<file path="src/rtl/cnv_pkg.sv">
// Shared types and defaults for the convolution window controller.
// Holds the FSM encoding and the default image geometry.
package cnv_pkg;

  localparam int DEF_WIDTH  = 128;
  localparam int DEF_HEIGHT = 128;

  typedef enum logic [1:0] {
    IDLE  = 2'd0,
    RUN   = 2'd1,
    DRAIN = 2'd2,
    DONE  = 2'd3
  } state_t;

endpackage

</file>
<file path="src/rtl/cnv_if.sv">
// Scan bundle between the frame FSM and the row/column counter.
// The FSM side steps/clears the scan and reads back the position.
interface cnv_if #(
  parameter int ROW_W = 7,
  parameter int COL_W = 7
);

  logic             en;
  logic             clr;
  logic             last;
  logic [ROW_W-1:0] row;
  logic [COL_W-1:0] col;

  modport master (
    output en, clr,
    input  row, col, last
  );

  modport slave (
    input  en, clr,
    output row, col, last
  );

endinterface

</file>
<file path="src/rtl/cnv_scan_cnt.sv">
// Row-major window-centre scan counter.
// Parks on the final pixel instead of wrapping past the frame.
module cnv_scan_cnt
  import cnv_pkg::*;
#(
  parameter int WIDTH  = DEF_WIDTH,
  parameter int HEIGHT = DEF_HEIGHT
) (
  input logic  clk,
  input logic  rst,
  cnv_if.slave s
);

  localparam int COL_W = $clog2(WIDTH);
  localparam int ROW_W = $clog2(HEIGHT);

  localparam logic [COL_W-1:0] COL_MAX =
    COL_W'(WIDTH - 1);
  localparam logic [ROW_W-1:0] ROW_MAX =
    ROW_W'(HEIGHT - 1);

  always_comb
    s.last = (s.row == ROW_MAX) &&
             (s.col == COL_MAX);

  always_ff @(posedge clk) begin
    if (rst || s.clr) begin
      s.row <= '0;
      s.col <= '0;
    end else if (s.en && !s.last) begin
      if (s.col == COL_MAX) begin
        s.col <= '0;
        s.row <= s.row + ROW_W'(1);
      end else begin
        s.col <= s.col + COL_W'(1);
      end
    end
  end

endmodule

</file>
<file path="src/rtl/cnv_ctrl.sv">
// Frame controller: issues one window per pixel to the MAC array
// and tracks returned results until the frame is complete.
module cnv_ctrl
  import cnv_pkg::*;
#(
  parameter int WIDTH  = DEF_WIDTH,
  parameter int HEIGHT = DEF_HEIGHT
) (
  input  logic                       clk,
  input  logic                       rst,
  input  logic                       start,
  input  logic                       abort,
  input  logic                       stall_i,
  input  logic                       mac_vld_i,
  output logic                       ctrl_data_run,
  output logic [$clog2(HEIGHT)-1:0]  row,
  output logic [$clog2(WIDTH)-1:0]   col,
  output logic                       busy_o,
  output logic                       frame_done,
  output logic                       err_o
);

  localparam int COL_W = $clog2(WIDTH);
  localparam int ROW_W = $clog2(HEIGHT);
  localparam int CNT_W = $clog2(WIDTH * HEIGHT + 1);

  localparam logic [CNT_W-1:0] TOTAL =
    CNT_W'(WIDTH * HEIGHT);

  state_t           state;
  state_t           state_nxt;
  logic [CNT_W-1:0] iss_cnt;
  logic [CNT_W-1:0] ret_cnt;
  logic [CNT_W-1:0] outstanding;
  logic             cnt_clr;
  logic             active;
  logic             mac_ok;
  logic             last_ret;

  cnv_if #(
    .ROW_W (ROW_W),
    .COL_W (COL_W)
  ) scan ();

  cnv_scan_cnt #(
    .WIDTH  (WIDTH),
    .HEIGHT (HEIGHT)
  ) u_scan (
    .clk (clk),
    .rst (rst),
    .s   (scan)
  );

  assign ctrl_data_run = (state == RUN) && !stall_i;
  assign busy_o        = (state != IDLE);
  assign frame_done    = (state == DONE);
  assign row           = scan.row;
  assign col           = scan.col;

  assign cnt_clr  = abort || ((state == IDLE) && start);
  assign scan.en  = ctrl_data_run;
  assign scan.clr = cnt_clr;

  assign outstanding = iss_cnt - ret_cnt;
  assign active      = (state == RUN) || (state == DRAIN);

  // A same-cycle issue counts as outstanding for a zero-latency MAC.
  assign mac_ok   = mac_vld_i && active &&
                    ((outstanding != '0) || ctrl_data_run);
  assign last_ret = mac_ok &&
                    ((ret_cnt + CNT_W'(1)) == TOTAL);

  always_ff @(posedge clk) begin
    if (rst) state <= IDLE;
    else     state <= state_nxt;
  end

  always_comb begin
    state_nxt = state;
    unique case (state)
      IDLE:
        if (start) state_nxt = RUN;
      RUN:
        if (ctrl_data_run && scan.last)
          state_nxt = last_ret ? DONE : DRAIN;
      DRAIN:
        if (last_ret) state_nxt = DONE;
      DONE:
        state_nxt = IDLE;
      default:
        state_nxt = IDLE;
    endcase
    if (abort) state_nxt = IDLE;
  end

  always_ff @(posedge clk) begin
    if (rst || cnt_clr) begin
      iss_cnt <= '0;
      ret_cnt <= '0;
    end else begin
      if (ctrl_data_run) iss_cnt <= iss_cnt + CNT_W'(1);
      if (mac_ok)        ret_cnt <= ret_cnt + CNT_W'(1);
    end
  end

  always_ff @(posedge clk) begin
    if (rst)                      err_o <= 1'b0;
    else if (mac_vld_i && !mac_ok) err_o <= 1'b1;
  end

endmodule

</file>
<file path="config.mk">
export PLATFORM = sky130hd
export DESIGN_NAME = cnv_ctrl
export DESIGN_NICKNAME = d
export VERILOG_FILES = /design/src/rtl/cnv_pkg.sv /design/src/rtl/cnv_if.sv /design/src/rtl/cnv_scan_cnt.sv /design/src/rtl/cnv_ctrl.sv
export SDC_FILE = /design/constraint.sdc
export NUM_CORES = 1
export LEC_CHECK = 0
export ABC_AREA = 1
export BUFFER_PORTS_ARGS = -buffer_cell sky130_fd_sc_hd__clkbuf_2
export CAP_MARGIN = 10
export CORE_MARGIN = 10
export CORE_UTILIZATION = 52
export CTS_BUF_LIST = sky130_fd_sc_hd__clkbuf_4
export DETAILED_ROUTE_END_ITERATION = 12
export PLACE_DENSITY = 0.71
export SLEW_MARGIN = 20
export SYNTH_ARGS = -nofsm -noshare
export SYNTH_HDL_FRONTEND = slang
export SYNTH_SLANG_ARGS = --single-unit
</file>
<file path="constraint.sdc">
create_clock -name clk -period 2.03 [get_ports clk]
set_input_delay 0.5075 -clock clk [delete_from_list [all_inputs] [get_ports clk]]
set_output_delay 0.5075 -clock clk [all_outputs]
set_load 0.02 [all_outputs]
</file>
**Yosys cells after proc, flatten, opt, wreduce, memory -nomap -nowiden**

Cells that the tools add are included.

- Output and inout bits: 18
- Register bits after elaboration: 47
- Bits of input ports: 6

- Equality and inequality tests: 9
- Mux-type cells: 6
- Reductions and logical operators: 22
- Add/sub/neg operators: 5

Operator list:

| kind | number |
|---|---|
| $add A15 B1 Y15 const B | 2 |
| $eq A15 B15 Y1 const B | 1 |
| $reduce_bool A15 Y1 | 1 |
| $sub A15 B15 Y15 | 1 |
| $add A7 B1 Y7 const B | 2 |
| $eq A7 B7 Y1 const B | 2 |
| $logic_and A1 B1 Y1 | 9 |
| $pmux W2 S4 | 1 |
| $mux W7 | 1 |
| $mux W2 | 3 |
| $eq A2 B2 Y1 const B | 2 |
| $logic_or A1 B1 Y1 | 4 |
| $ne A2 B2 Y1 const B | 2 |
| $logic_not A1 Y1 | 3 |
| $reduce_and A3 Y1 | 1 |
| $eq A2 B1 Y1 const B | 1 |
| $logic_not A2 Y1 | 1 |
| $ne A2 B1 Y1 const B | 1 |
| $reduce_and A2 Y1 | 1 |
| $reduce_bool A2 Y1 | 1 |
| $reduce_or A2 Y1 | 1 |
| $mux W1 | 1 |

**Depth between registers and ports, before layout**

- Depth after elaboration: 8
- Mapped depth: 20
- Depth with buffers taken out: 20

**By module**

Synthesis repeated with hierarchy kept, for this count alone.

- Cells, all modules: 570
- Area total of the unflattened synthesis: 3579.7 um2

By module, submodules not included:

| module | area each (um2) | cells each | times used |
|---|---|---|---|
| cnv_ctrl | 2795.2 | 452 | 1 |
| cnv_scan_cnt | 784.5 | 118 | 1 |

**Worst setup path before layout**

Ideal clock, no wire load.

- Kind: register -> register
- Start: register ret_cnt[3]
- End: register ret_cnt[13]
- Setup time: 0.134 ns
- Stages on the path, launching flop included: 20
- Arrival: 2.029 ns
- Setup slack: -0.133 ns
- Data required time: 1.896 ns
- Buffers on the path: 1
- Path through: dfxtp_1 -> inv_1 -> ha_1 -> nand2_1 -> inv_1 -> nand2_1 -> nand3_1 -> nand2_1 -> nand2_1 -> nor2_1 -> nand2_1 -> inv_1 -> nand2_1 -> nor2_1 -> nand2_2 -> nand2_4 -> inv_4 -> buf_6 -> nor2_1 -> a211oi_2

- Cells in the longest elaborated chain, start to end: 4
- Elaborated cells between the ends (all ways): 5
- Those cells by class: 2 x add/sub; 3 x reduce/logical

Ends and longest elaborated chain:

| item | RTL line | text |
|---|---|---|
| start: declaration | cnv_ctrl.sv:33 | `logic [CNT_W-1:0] ret_cnt;` |
| start signal: assignment | cnv_ctrl.sv:102 | `if (mac_ok) ret_cnt <= ret_cnt + CNT_W'(1);` |
| $sub A15 B15 Y15 | cnv_ctrl.sv:64 | `assign outstanding = iss_cnt - ret_cnt;` |
| $reduce_bool A15 Y1 | cnv_ctrl.sv:69 | `((outstanding != '0) \|\| ctrl_data_run);` |
| $logic_or A1 B1 Y1 | cnv_ctrl.sv:69 |  |
| $logic_and A1 B1 Y1 | cnv_ctrl.sv:68 | `assign mac_ok = mac_vld_i && active &&` |

Parallel ways exist; a longest one is shown, timed or not.
A chain may end at the register's enable or synchronous reset.

**Worst setup path after layout**

- Start: register ret_cnt[4]
- End: register ret_cnt[12]

Same word-level chain as after synthesis.

==> out/qor.log <==
[clock_network] depth of the CTS H-tree 2
[cells_and_area] final instance area 5010 µm²
[sta] post-route fraction of the period consumed by the critical path 1.09
[clock_network] total of hold buffers inserted after clock tree synthesis 0
[synthesis] Post-Synth XOR/XNOR Area 0.0279
[synthesis] synthesis warning total 0
[synthesis] post-synthesis mux area share 0
[job] MaxCap Viol Count 0
[clock_network] maximum count of clock buffers along a single path 2
[floorplanning] Initial Utilization 0.541
[run_status] status complete, but fails checks
[drt] via-per-instance ratio 5.14
[synthesis] simple-gate share of the synthesized area 0.365
[floorplanning] x dimension of the die 101 µm
[placed_design] IO buf count 23
[grt] global-route wire length before repair 16200 µm
[synthesis] leading cell types by total area after synthesis dfxtp_1, nand2_1, inv_1, ha_1, a21oi_1
[sta] setup repair after global routing missed its margin yes
[synthesis] number of synthesized register bits 47
[sta] worst clock skew 0.0184 ns
[run_status] violations in the final reports negative setup slack
[sta] number of setup violations in the final report 19
[synthesis] number of distinct library cells after synthesis 36
[cells_and_area] share of the core filled with cells 0.784
[drt] DR vias 3817
[sta] maximum achievable frequency 454 MHz
[clock_network] clock insertion delay at the later pin of the skew report 0.38 ns
[cells_and_area] FILL cells 468
[synthesis] area fraction in compound gates after synthesis 0.123
[pwr] Tot Pwr 1.94 mW
[drt] final routed wirelength across all metal layers 10100 µm
[cells_and_area] layout cell share with drive strength beyond 1 0.426
[floorplanning] Rows 29
[synthesis] largest family of logic cells by synthesized area simple AND/OR/NAND/NOR gates
[grt] via count of the first global-routing pass 3764
[placed_design] hpwl dp 7160 µm
[grt] grt total ovfl 0
[clock_network] TritonCTS clock tree yes
[setup_path] Worst Path Class, Setup flip-flop to flip-flop
[floorplanning] core area 6390 µm²
[setup_path] crit-path max FO 16
[sta] minimum setup slack in the final design -0.173 ns
[cells_and_area] number of antenna cells inserted 0
[placed_design] worst setup slack before clock tree synthesis -0.272 ns
[pwr] static power due to leakage 2.33 nW
[synthesis] fraction of post-synthesis cell area in the top cell type by area 0.273
[cells_and_area] most common library cell in the layout ignoring fill and taps nand2_1
[placed_design] placement-stage cell area 4370 µm²
[grt] GRT Overall Usage 0.188
[sta] pins over their slew limit 0
[floorplanning] Die Area 10300 µm²
[drt] detailed router's first-iteration violation count 171
[sta] Hold Violations, Final 0
[drt] number of design rule violations left after detail routing 0
[clock_network] total clock sinks 47
[synthesis] Syn Inst Count 542
[synthesis] Cell Area, Synth 3450 µm²
[synthesis] net count after synthesis 572
[sta] Max-Slew Margin vs Limit 0.755
[cells_and_area] Sequential cell area 970 µm²
[drt] router iterations before antenna repair 4
[grt] antenna violations before repair 0
[synthesis] post-synthesis sequential area ratio 0.273
[cells_and_area] most frequent cells in the layout nand2_1, buf_4, inv_1, nor2_1, a21oi_1
[floorplanning] number of placed I/O pins 24
[setup_path] WP data required 2.30 ns
[worst_hold_path] Worst Hold Class input pin to flip-flop
[drt] mean routed wirelength per cell 13.5 µm
[setup_path] endpoint class of the critical path flip-flop
[clock_network] clock buffers created by TritonCTS 5
[clock_network] post-CTS clock slew at the launch and capture registers of the worst setup and hold paths 0.15 ns
[cells_and_area] Total Nets Final 695
[clock_network] Root Driver clkbuf_4
[placed_design] final RePlAce weighted congestion 0.904
[synthesis] adder-cell share of the synthesized area 0.0870
[sta] clock period minus worst slack 2.20 ns
[synthesis] leading area contributor after synthesis dfxtp_1
[drt] post-route ant nets 0
[grt] pin count of the biggest net entering global routing 23
[floorplanning] Die Ht 101 µm
[cells_and_area] area occupied by multi-input gates 2610 µm²
[synthesis] average size of a mapped cell 6.37 µm²
[cells_and_area] synthesis-to-finish area growth 45.1%
[sta] Tightest Pin Transition 0.368 ns
[setup_path] Arrival @ worst endpoint 2.47 ns
[pwr] Pwr Density 387 nW/µm²
[setup_path] type of element launching the critical path flip-flop
[pwr] worst voltage drop across the vdd grid 505 µV
-- metrics by stage --
stage	TNS (ns)	hold slack (ns)	instances
floorplan	-0.00212	0.452	542
global placement	-2.74	0.453	716
detailed placement	-3.84	0.469	716
CTS	-1.18	0.288	737
global route	-5.10	0.285	742
finish	-1.98	0.291	742
-- sequential cells by signal, summed over array words and instances (netlist names) --
signal        cells
err_o             1
iss_cnt          15
ret_cnt          15
state             2
u_scan.s.col      7
u_scan.s.row      7
-- worst paths after layout --
check	startpoint	to	slack, ns	cells after the start
max	ret_cnt[4]$_SDFFE_PP0P_	ret_cnt[12]$_SDFFE_PP0P_	-0.17	17
min	rst	err_o$_SDFFE_PP0P_	0.29	2
max reg2reg	ret_cnt[4]$_SDFFE_PP0P_	ret_cnt[12]$_SDFFE_PP0P_	-0.17	17
min reg2reg	iss_cnt[14]$_SDFFE_PP0P_	iss_cnt[14]$_SDFFE_PP0P_	0.50	2
-- where the power goes --
group,internal (mW),switching (mW)
Clock,0.129,0.319
Combinational,0.212,0.338
Sequential,0.932,0.00813
-- critical path, cell delays in order, from the launching register on --
cell	delay [ns]
dfxtp_2	0.38
inv_2	0.05
ha_4	0.30
nand2_4	0.07
nor2_1	0.09
nand2_1	0.09
nand3_2	0.11
nand2_1	0.07
nand2_1	0.07
nand2_1	0.04
nand2_1	0.05
nand3_1	0.08
nor2_2	0.16
nand2_4	0.13
nand2_8	0.12
inv_8	0.07
o21ai_2	0.14
a21oi_1	0.06
-- kinds of logic after synthesis --
group                    count (synthesis)
AND/OR/NAND/NOR                        272
buffers and inverters                  110
adder cells (fa/ha/maj)                 24
flip-flops                              47
AO/OA/AOI/OAI                           78
XOR/XNOR                                11
-- synth_stat cells (all sizes together) --
cell	instances
and2	2
a31oi	1
nand2	140
buf	2
nand3b	3
a21oi	43
a22oi	1
o21a	2
clkinv	1
nor3	17
nor3b	3
xnor2	1
nand3	40
o21ai	27
nor4	1
o21bai	1
dfxtp	47
a211oi	3
xor2	10
clkbuf	3
inv	104
and3	1
or2	1
nand4	10
nor2	54
ha	24
-- cell type report --
type                            instances  area share
Tap cell                               77      0.0192
Sequential cell                        47       0.194
Clock inverter                          2     0.00275
Multi-Input combinational cell        386       0.521
Clock buffer                            5     0.00750
Inverter                              105      0.0810
Timing Repair Buffer                  120       0.175
-- timing repair --
item,in CTS,in global routing
buffers inserted,13,6
setup endpoints to repair,24,34
gates cloned,1,0
pin swaps,35,46
resized for setup,89,63
-- metal layers --
metal / vias to the layer above / wire length, µm / GRT usage
li1: 1974 / - / -
met1: 1761 / 4390 / 0.214
met2: 65 / 5220 / 0.349
met3: 17 / 266 / 0.0306
met4: 0 / 180 / 0.0589
met5: - / 0 / 0
(Power assumes the default switching activity.)
